<file path="src/rtl/top.sv">
// iCE40 top: heartbeat LED, scope strobe and a ramp waveform streamed to a 12-bit SPI DAC.
// Define DAC_TRIANGLE_EN to turn the sawtooth into a symmetric triangle wave.
module top #(
  parameter int unsigned CLK_HZ          = 12000000,
  parameter int unsigned LED_HALF_PERIOD = CLK_HZ / 2,
  parameter int unsigned SAMPLE_PERIOD   = CLK_HZ / 20000,
  parameter logic [11:0] RAMP_STEP       = 12'd16,
  parameter logic [3:0]  DAC_CONFIG      = 4'b0011
) (
  input  logic i_Clock,
  input  logic reset_n,
  output logic led,
  output logic test,
  output logic o_DAC_MOSI,
  output logic o_DAC_SCK,
  output logic o_DAC_CS
);

  localparam int unsigned LedW = (LED_HALF_PERIOD > 1) ? $clog2(LED_HALF_PERIOD) : 1;
  localparam int unsigned SmpW = (SAMPLE_PERIOD > 1) ? $clog2(SAMPLE_PERIOD) : 1;
  localparam logic [LedW-1:0] LedLast = LedW'(LED_HALF_PERIOD - 1);
  localparam logic [SmpW-1:0] SmpLast = SmpW'(SAMPLE_PERIOD - 1);

  typedef enum logic [1:0] {StIdle, StShift, StDone} state_e;

  state_e          state_q, state_d;
  logic [4:0]      bit_q, bit_d;
  logic [15:0]     shift_q, shift_d;
  logic [11:0]     ramp_q, ramp_d;
  logic [LedW-1:0] led_cnt_q;
  logic [SmpW-1:0] smp_cnt_q;
  logic            led_q;
  logic            test_q;
  logic            tick;

`ifdef DAC_TRIANGLE_EN
  logic        dir_q, dir_d;
  logic [12:0] up_sum;
  assign up_sum = {1'b0, ramp_q} + {1'b0, RAMP_STEP};
`endif

  assign tick = (smp_cnt_q == SmpLast);

  always_ff @(posedge i_Clock or posedge reset_n) begin
    if (reset_n) begin
      led_cnt_q <= '0;
      led_q     <= 1'b0;
      smp_cnt_q <= '0;
      test_q    <= 1'b0;
    end else begin
      if (led_cnt_q == LedLast) begin
        led_cnt_q <= '0;
        led_q     <= ~led_q;
      end else begin
        led_cnt_q <= led_cnt_q + 1'b1;
      end
      smp_cnt_q <= tick ? '0 : smp_cnt_q + 1'b1;
      test_q    <= tick;
    end
  end

  always_ff @(posedge i_Clock or posedge reset_n) begin
    if (reset_n) begin
      state_q <= StIdle;
      bit_q   <= '0;
      shift_q <= '0;
      ramp_q  <= '0;
`ifdef DAC_TRIANGLE_EN
      dir_q   <= 1'b0;
`endif
    end else begin
      state_q <= state_d;
      bit_q   <= bit_d;
      shift_q <= shift_d;
      ramp_q  <= ramp_d;
`ifdef DAC_TRIANGLE_EN
      dir_q   <= dir_d;
`endif
    end
  end

  always_comb begin
    state_d = state_q;
    bit_d   = bit_q;
    shift_d = shift_q;
    ramp_d  = ramp_q;
`ifdef DAC_TRIANGLE_EN
    dir_d   = dir_q;
`endif
    unique case (state_q)
      StIdle: begin
        if (tick) begin
          state_d = StShift;
          bit_d   = '0;
          shift_d = {DAC_CONFIG, ramp_q};
        end
      end
      StShift: begin
        bit_d = bit_q + 5'd1;
        // Advance MOSI on the edge that drops SCK, so data only moves while SCK is low.
        if (bit_q[0] && (bit_q != 5'd31)) shift_d = {shift_q[14:0], 1'b0};
        if (bit_q == 5'd31) state_d = StDone;
      end
      StDone: begin
        state_d = StIdle;
`ifdef DAC_TRIANGLE_EN
        if (!dir_q) begin
          if (up_sum > 13'd4095) begin
            ramp_d = 12'hFFF;
            dir_d  = 1'b1;
          end else begin
            ramp_d = up_sum[11:0];
          end
        end else begin
          if (ramp_q < RAMP_STEP) begin
            ramp_d = 12'h000;
            dir_d  = 1'b0;
          end else begin
            ramp_d = ramp_q - RAMP_STEP;
          end
        end
`else
        ramp_d = ramp_q + RAMP_STEP;
`endif
      end
      default: state_d = StIdle;
    endcase
  end

  // Decoded straight from reset-cleared state so an abort releases CS/SCK asynchronously.
  assign o_DAC_CS   = (state_q != StShift);
  assign o_DAC_SCK  = (state_q == StShift) && bit_q[0];
  assign o_DAC_MOSI = (state_q == StShift) && shift_q[15];
  assign led        = led_q;
  assign test       = test_q;

endmodule

</file>
<file path="config.mk">
export PLATFORM = sky130hd
export DESIGN_NAME = top
export DESIGN_NICKNAME = d
export VERILOG_FILES = /design/src/rtl/top.sv
export SDC_FILE = /design/constraint.sdc
export NUM_CORES = 1
export LEC_CHECK = 0
export ABC_AREA = 1
export BUFFER_PORTS_ARGS = -buffer_cell sky130_fd_sc_hd__buf_2
export CAP_MARGIN = 0
export CELL_PAD_IN_SITES_DETAIL_PLACEMENT = 1
export CELL_PAD_IN_SITES_GLOBAL_PLACEMENT = 1
export CORE_MARGIN = 3
export CORE_UTILIZATION = 25
export CTS_CLUSTER_DIAMETER = 200
export CTS_CLUSTER_SIZE = 28
export DETAILED_ROUTE_END_ITERATION = 7
export PLACE_DENSITY_LB_ADDON = 0.12
export SYNTH_ARGS = -nofsm -noshare
export SYNTH_HDL_FRONTEND = slang
export SYNTH_SLANG_ARGS = --single-unit
</file>
<file path="constraint.sdc">
create_clock -name i_Clock -period 3.35 [get_ports i_Clock]
set_input_delay 0.335 -clock i_Clock [delete_from_list [all_inputs] [get_ports i_Clock]]
set_output_delay 0.335 -clock i_Clock [all_outputs]
set_load 0.03 [all_outputs]
</file>
**Yosys cells after proc, flatten, opt, wreduce, memory -nomap -nowiden**

Index checks and enable logic that the tools add are counted.

- Equality and inequality tests: 10
- Reduce and logical (&&, ||, !) cells: 8
- Add/subtract/negate cells: 4
- Bitwise logic cells: 1
- Multiplexer cells: 10

Operator list:

| cell | count |
|---|---|
| 16-bit 2-to-1 mux | 2 |
| 16-bit one-hot mux with 2 select lines | 1 |
| 23-bit by 1-bit adder with 23-bit output (second input constant) | 1 |
| 23-bit equality test (second input constant) | 1 |
| 23-bit 2-to-1 mux | 1 |
| 12-bit by 5-bit adder with 12-bit output (second input constant) | 1 |
| 10-bit by 1-bit adder with 10-bit output (second input constant) | 1 |
| 10-bit equality test (second input constant) | 1 |
| 10-bit 2-to-1 mux | 1 |
| 5-bit one-hot mux with 2 select lines | 1 |
| 2-bit != test (second input constant) | 3 |
| 5-bit by 1-bit adder with 5-bit output (second input constant) | 1 |
| 5-bit equality test (second input constant) | 1 |
| 5-bit 2-to-1 mux | 1 |
| 5-bit != test (second input constant) | 1 |
| 2-bit 2-to-1 mux | 2 |
| 2-bit one-hot mux with 2 select lines | 1 |
| 2-bit AND reduction | 2 |
| 1-bit logical AND | 3 |
| 3-bit AND reduction | 1 |
| 2-bit by 1-bit equality test with 1-bit output (second input constant) | 1 |
| 2-bit equality test (second input constant) | 1 |
| 2-bit zero test | 1 |
| 2-bit by 1-bit != test with 1-bit output (second input constant) | 1 |
| other kinds (2) | 2 |

- Input bits: 2
- Output and inout port bits: 5
- Word-level logic and storage cells: 41
- Flip-flop bits (word level): 70

**Logic depth before layout (Yosys ltp)**

Gate-level depths: netlist of the first run.

- Depth after elaboration: 4
- Gate-level depth with buffers: 9
- Mapped depth without buffers: 9

**Worst setup path after synthesis of the first run**

Ideal clock, no wire load.

- Path type: flip-flop to flip-flop
- Start: register bit_q[0]
- End: register shift_q[10]
- Path buffers: 0
- Setup slack: 1.767 ns
- Cell stages (with the launch flop): 10
- Arrival: 1.518 ns
- Library setup time: 0.065 ns
- Period minus slack after synthesis: 1.583 ns
- Required time: 3.285 ns
- Cells stage by stage: dfrtp_1 -> ha_1 -> nand2_1 -> nor2_1 -> ha_1 -> inv_1 -> nand2_1 -> a21oi_2 -> nand3_1 -> nand2_1

- Cells in the longest elaborated chain, start to end: 4

Ends and longest elaborated chain:

| element | line | text |
|---|---|---|
| start, declared | 27 | `logic [4:0] bit_q, bit_d;` |
| start signal, assigned | 73 | `bit_q <= bit_d;` |
| 5-bit != test | 101 | `if (bit_q[0] && (bit_q != 5'd31)) shift_d = {shift_q[14:0], 1'b0};` |
| 1-bit logical AND * | 101 |  |
| 2-bit != test (no source line) * | -- |  |
| 3-bit AND reduction (no source line) * | -- |  |
| end signal, assigned | 74 | `shift_q <= shift_d;` |
| end, declared | 28 | `logic [15:0] shift_q, shift_d;` |

Mark *: on every way between the ends. The rest lies on a longest branch, timed or not.
A chain may end at the register's enable or synchronous reset.

**Worst setup path after layout of the first run**

Same ends and word-level chain as after synthesis.

==> results of run 1 <==
## routing by layer
| layer | vias to the layer above | global-route usage (%) |
|---|---|---|
| met5 | - | 0 |
| met4 | 0 | 6.16 |
| met3 | 11 | 2.39 |
| met2 | 12 | 17.9 |
| met1 | 1258 | 15.1 |
| li1 | 1319 | - |
## worst max-delay path by stage
stage / startpoint / cells after the start / slack, ns / endpoint
after floorplan: reset_n / 1 / 1.47 / bit_q[0]
final: bit_q[0] / 9 / 1.48 / shift_q[10]
after detailed placement: bit_q[0] / 9 / 1.48 / shift_q[10]
after global placement: bit_q[0] / 9 / 1.52 / shift_q[6]
after CTS: bit_q[0] / 9 / 1.46 / shift_q[11]
after global routing: bit_q[0] / 9 / 1.27 / shift_q[11]
## cells by family (layout without fill, tap and decap cells)
kind of cell,count (synthesis),in the layout,share of synthesized area [%]
AO/OA/AOI/OAI,19,19,3.20
adder cells (fa/ha/maj),5,5,1.90
XOR/XNOR,19,19,5.07
flip-flops,62,62,47.2
AND/OR/NAND/NOR,240,240,33.6
buffers and inverters,70,87,8.95
## cell usage in the layout (no fill, tap or decap), drive strengths merged
cell type,Yosys,layout
nand2,111,111
inv,64,64
dfrtp,62,62
nor2,61,61
nand3,48,48
xor2,16,16
clkbuf,0,14
o21ai,11,11
nand4,10,10
buf,6,8
nor3,6,6
ha,5,5
a21oi,5,5
xnor2,3,3
or2,3,3
o21bai,1,1
a31oi,1,1
and3,1,1
a22oi,1,1
clkinv,0,1
## flip-flops by register name, indices dropped and copies added (netlist names)
name	flops
bit_q	5
led	1
led_cnt_q	23
ramp_q	8
shift_q	12
smp_cnt_q	10
state_q	2
test	1
## layout make-up
cell class	instances	area, sq um
clock buffer	14	264
clock inverter	1	5.00
fill	1611	8960
inverter	64	240
multi-input combinational	283	1440
sequential	62	1550
tap	172	215
timing repair buffer	8	45.0
## worst max-delay path, cell delays in order (launching register included)
cell and delay (ns):
dfrtp_1 0.44, ha_1 0.24, nand2_1 0.09, nor2_1 0.05, ha_1 0.19, inv_1 0.09
nand2_1 0.07, a21oi_2 0.43, nand3_1 0.13, nand2_1 0.09
## power groups by stage
stage	clock (W)	combinational (W)	sequential, W
6_report	0.000851	0.0000175	0.000750
5_1_grt	0.000926	0.0000215	0.000749
4_1_cts	0.000891	0.0000197	0.000749
3_5_place_dp	0	0.0000199	0.000763
3_3_place_gp	0	0.0000198	0.000763
2_1_floorplan	0	0.0000109	0.000763
## per-stage QoR
stage	hold WS (ns)	cell area, sq um
after floorplan	0.442	3280
after global placement	0.466	3490
after global routing	0.170	3760
after detailed placement	0.467	3490
after CTS	0.137	3760
final	0.113	3760
==> flow_summary_export.csv, run 1 <==
group,metric,value,unit
outcome,status,"finished, final reports clean",
critical_path,regToRegSetupSlack,1.48,ns
placed_design,preCtsSetupSlack,1.48,ns
detailed_routing,wl_met2,3400,um
critical_path,cp.arrival,2.13,ns
detailed_routing,top_layer,"met4",
floorplanning,die-area,14500,sq um
floorplanning,ios,7,
critical_path,endpoint_kind,"register",
logic_synthesis,synth_edf_count,0,
clocking,numClockSinks,62,
critical_path,reg2regPathDepth,9,
clocking,root_buffer,"clkbuf_16",
logic_synthesis,synth_cell_type_count,31,
floorplanning,die_w,121,um
sta,slew_viol_final,0,
global_route,grt_max_degree,31,
floorplanning,core,12700,sq um
critical_path,cp.required,3.62,ns
clocking,post_cts_buffers,0,
sta,fmax,535,MHz
logic_synthesis,syn-cell-area,3280,sq um
layout,syn2layout_area_growth,14.5,%
floorplanning,die_h,121,um
power_and_ir_drop,power.internal,0.00129,W
placed_design,gp_congestion,0.764,
power_and_ir_drop,seqPwrFrac,46.3,%
sta,setup_viol,0,
placed_design,dp_hpwl,5360,um
clocking,cts_buffers,9,
layout,fin_util,29.6,%
layout,drive_above_1_share,11.8,%
global_route,grt_pass1_vias,2653,
clocking,cts_hold_buf,0,
floorplanning,initial_core_util,25.8,%
power_and_ir_drop,power_density,431,nW/um^2
sta,tightest_slew,0.686,ns
detailed_routing,wl_met3,125,um
detailed_routing,vias_per_cell,4.30,
layout,num-nets-final,435,
logic_synthesis,synth_seq_area_share,47.2,%
clocking,clk_latency,0.33,ns
logic_synthesis,yosys-top-cells-area,"dfrtp_1 47%, nand2_1 12%, nand3_1 7.2%",
logic_synthesis,synthCells,415,
sta,skew,0.00476,ns
detailed_routing,vias,2600,
logic_synthesis,ys.flop_type,"dfrtp_1",
power_and_ir_drop,ir_worst_vdd,161,uV
global_route,gr-total-overflow,0,
power_and_ir_drop,p_comb_share,1.1,%
clocking,cts_tree,"built",
clocking,cts_resized,0,
job,drv_cap,0,
critical_path,path_max_fanout,10,
logic_synthesis,post-synth-top-count-cell,"nand2_1",
logic_synthesis,ys_ff_latch,62,
global_route,grt.total_usage,11.5,%
detailed_routing,avgRoutedWirePerCell,12.2,um
critical_path,crit_type,"reg2reg",
global_route,antenna_found_initial,0,
logic_synthesis,synth_top_cells_by_count,"103 x nand2_1, 62 x dfrtp_1, 62 x inv_1",
detailed_routing,drc,0,
logic_synthesis,synthArstFlopShare,100,%
layout,diodes,0,
power_and_ir_drop,p_total,0.00162,W
clocking,cts_buffer_depth,2,
placed_design,dp_cells,589,
critical_path,r2r-end,"shift_q[10]",
global_route,grt_pass1_wl,13200,um
detailed_routing,wl_met1,3630,um
sta,tns,0,ns
detailed_routing,totalWireLength,7340,um
detailed_routing,first_iter_violations,82,
detailed_routing,firstDrtPassIters,4,
sta,finalHoldViolations,0,
logic_synthesis,synth_top_area_cell,"dfrtp_1",
clocking,htree_levels,3,
sta,slew_headroom,54.2,%
logic_synthesis,synth_warnings,0,
min_path,hold_path_class,"in2async",
placed_design,port_buffers,6,
logic_synthesis,synth_top_cell_area_share,47.2,%
logic_synthesis,syn_nets,422,
critical_path,startpoint_type,"register",
power_and_ir_drop,clock_power_share,52.6,%
floorplanning,num_rows,41,
sta,post-route-min-period,1.87,ns
sta,finalCritPeriodShare,55.8,%
sta,rsz0062_at_grt,"no",
detailed_routing,antenna_left,0,
layout,fin_cells,604,
power_and_ir_drop,p_leak,1.89,nW
critical_path,r2r-start,"bit_q[0]",
logic_synthesis,synth_area_per_cell,7.91,sq um
sta,setup_ws,1.48,ns
clocking,clk_pin_slew,0.05,ns
power_and_ir_drop,power.switching,0.000331,W
power_and_ir_drop,switching_share,20.4,%
Power figures use the tool's default switching activity.
==> run 2: changes to the inputs <==
==> constraint.sdc (replaced) <==
create_clock -name i_Clock -period 1.65 [get_ports i_Clock]
set_input_delay 0.165 -clock i_Clock [delete_from_list [all_inputs] [get_ports i_Clock]]
set_output_delay 0.165 -clock i_Clock [all_outputs]
set_load 0.03 [all_outputs]
==> flow_summary_export.csv, run 2 (synthesis gave the netlist of run 1 again) <==
group,metric,value,unit
critical_path,endpoint_kind,"output pin",
global_route,grt_pass1_wl,13700,um
critical_path,crit_type,"reg2out",
layout,reg_top3,"led_cnt_q x23, shift_q x12, smp_cnt_q x10",
sta,timing.hold.ws,0.471,ns
global_route,grt_pass1_vias,2700,
critical_path,path_max_fanout,12,
clocking,cts_buffers,9,
sta,finalCritPeriodShare,92.4,%
clocking,cts_tree,"built",
floorplanning,core,12700,sq um
global_route,antenna_found_initial,0,
power_and_ir_drop,power_density,861,nW/um^2
min_path,hold_path_class,"reg2reg",
clocking,clk_latency,0.33,ns
layout,diodes,0,
floorplanning,ios,7,
placed_design,dp_hpwl,5450,um
floorplanning,die_w,121,um
layout,largest_register_ffs,23,
global_route,grt_max_degree,63,
critical_path,startpoint_type,"register",
sta,slew_headroom,75.9,%
detailed_routing,totalWireLength,7700,um
floorplanning,die-area,14500,sq um
layout,num-nets-final,451,
sta,skew,0.00451,ns
layout,syn2layout_area_growth,20.8,%
clocking,root_buffer,"clkbuf_16",
layout,fin_util,31.2,%
clocking,htree_levels,3,
sta,finalHoldViolations,0,
detailed_routing,avgRoutedWirePerCell,12.4,um
placed_design,port_buffers,6,
global_route,grt.total_usage,12.0,%
layout,final_common_cell,"nand2_1",
detailed_routing,drc,0,
placed_design,gp_congestion,0.753,
sta,tightest_slew,0.361,ns
detailed_routing,vias_per_cell,4.27,
detailed_routing,first_iter_violations,110,
power_and_ir_drop,ir_worst_vdd,421,uV
critical_path,cp.required,1.48,ns
sta,post-route-min-period,1.53,ns
clocking,clk_pin_slew,0.05,ns
global_route,gr-total-overflow,0,
job,drv_cap,0,
floorplanning,num_rows,41,
layout,most-common-layout-cells,"101 x nand2_1, 60 x inv_1, 60 x dfrtp_1",
power_and_ir_drop,p_total,0.00341,W
clocking,cts_buffer_depth,2,
outcome,status,"finished, final reports clean",
critical_path,cp.arrival,1.36,ns
detailed_routing,antenna_left,0,
layout,top_register,"led_cnt_q",
clocking,numClockSinks,62,
detailed_routing,vias,2642,
power_and_ir_drop,p_leak,1.98,nW
sta,fmax,656,MHz
layout,drive_above_1_share,16.8,%
floorplanning,initial_core_util,25.8,%
sta,slew_viol_final,0,
floorplanning,die_h,121,um
sta,setup_viol,0,
detailed_routing,firstDrtPassIters,4,
[run 2: where the power goes]
part,switching (W),internal (W)
logic,0.0000329,0.00000791
registers,0,0.00152
clock network,0.000645,0.00120
total,0.000678,0.00273
[run 2: metrics by stage]
stage | TNS [ns] | instances | setup WS (ns) | instance area, sq um
6_report | 0 | 619 | 0.125 | 3970
2_1_floorplan | 0 | 415 | 0.0667 | 3290
5_1_grt | -0.121 | 619 | -0.0249 | 3970
3_3_place_gp | 0 | 597 | 0.0749 | 3580
3_5_place_dp | 0 | 597 | 0.0300 | 3580
4_1_cts | 0 | 613 | 0.00713 | 3890
[run 2: critical path: stages, from the launching register on]
cell     delay, ns
dfrtp_2       0.43
inv_4         0.08
nand2_8       0.08
buf_4         0.17
nor2_1        0.10
buf_4         0.17
[run 2: final cells by class]
cell class                      count  area, sq um
Fill cell                        1604         8760
Inverter                           64          246
Timing Repair Buffer               24          199
Sequential cell                    62         1550
Tap cell                          172          215
Multi-Input combinational cell    283         1460
Clock buffer                       14          294
[run 2: routing by layer]
metal,vias up,part of all wire (%),GRT usage [%]
li1,1351,-,-
met1,1264,51,15.8
met2,22,45,18.7
met3,5,3.2,4.07
met4,0,1.2,3.61
met5,-,0,0
[run 2: what timing repair did]
| item | in CTS | in global routing |
|---|---|---|
| resized for setup | 2 | 10 |
| pin swaps | 0 | 3 |
| hold buffers | 1 | 0 |
| endpoints found under the hold margin | 62 | 0 |
| buffers inserted | 1 | 5 |
| cloned | 0 | 1 |
| setup endpoints to repair | 2 | 15 |
[run 2: final timing paths]
| check | from | end | slack [ns] | depth (start not counted) |
|---|---|---|---|---|
| setup / recovery | state_q[1] | o_DAC_MOSI | 0.12 | 5 |
| hold / removal | ramp_q[10] | ramp_q[10] | 0.47 | 2 |
| setup reg to reg | bit_q[0] | shift_q[7] | 0.13 | 10 |
| hold reg to reg | ramp_q[10] | ramp_q[10] | 0.47 | 2 |
| max in group asynchronous | reset_n | ramp_q[11] | 0.87 | 4 |
| min in group asynchronous | reset_n | smp_cnt_q[3] | 0.49 | 4 |
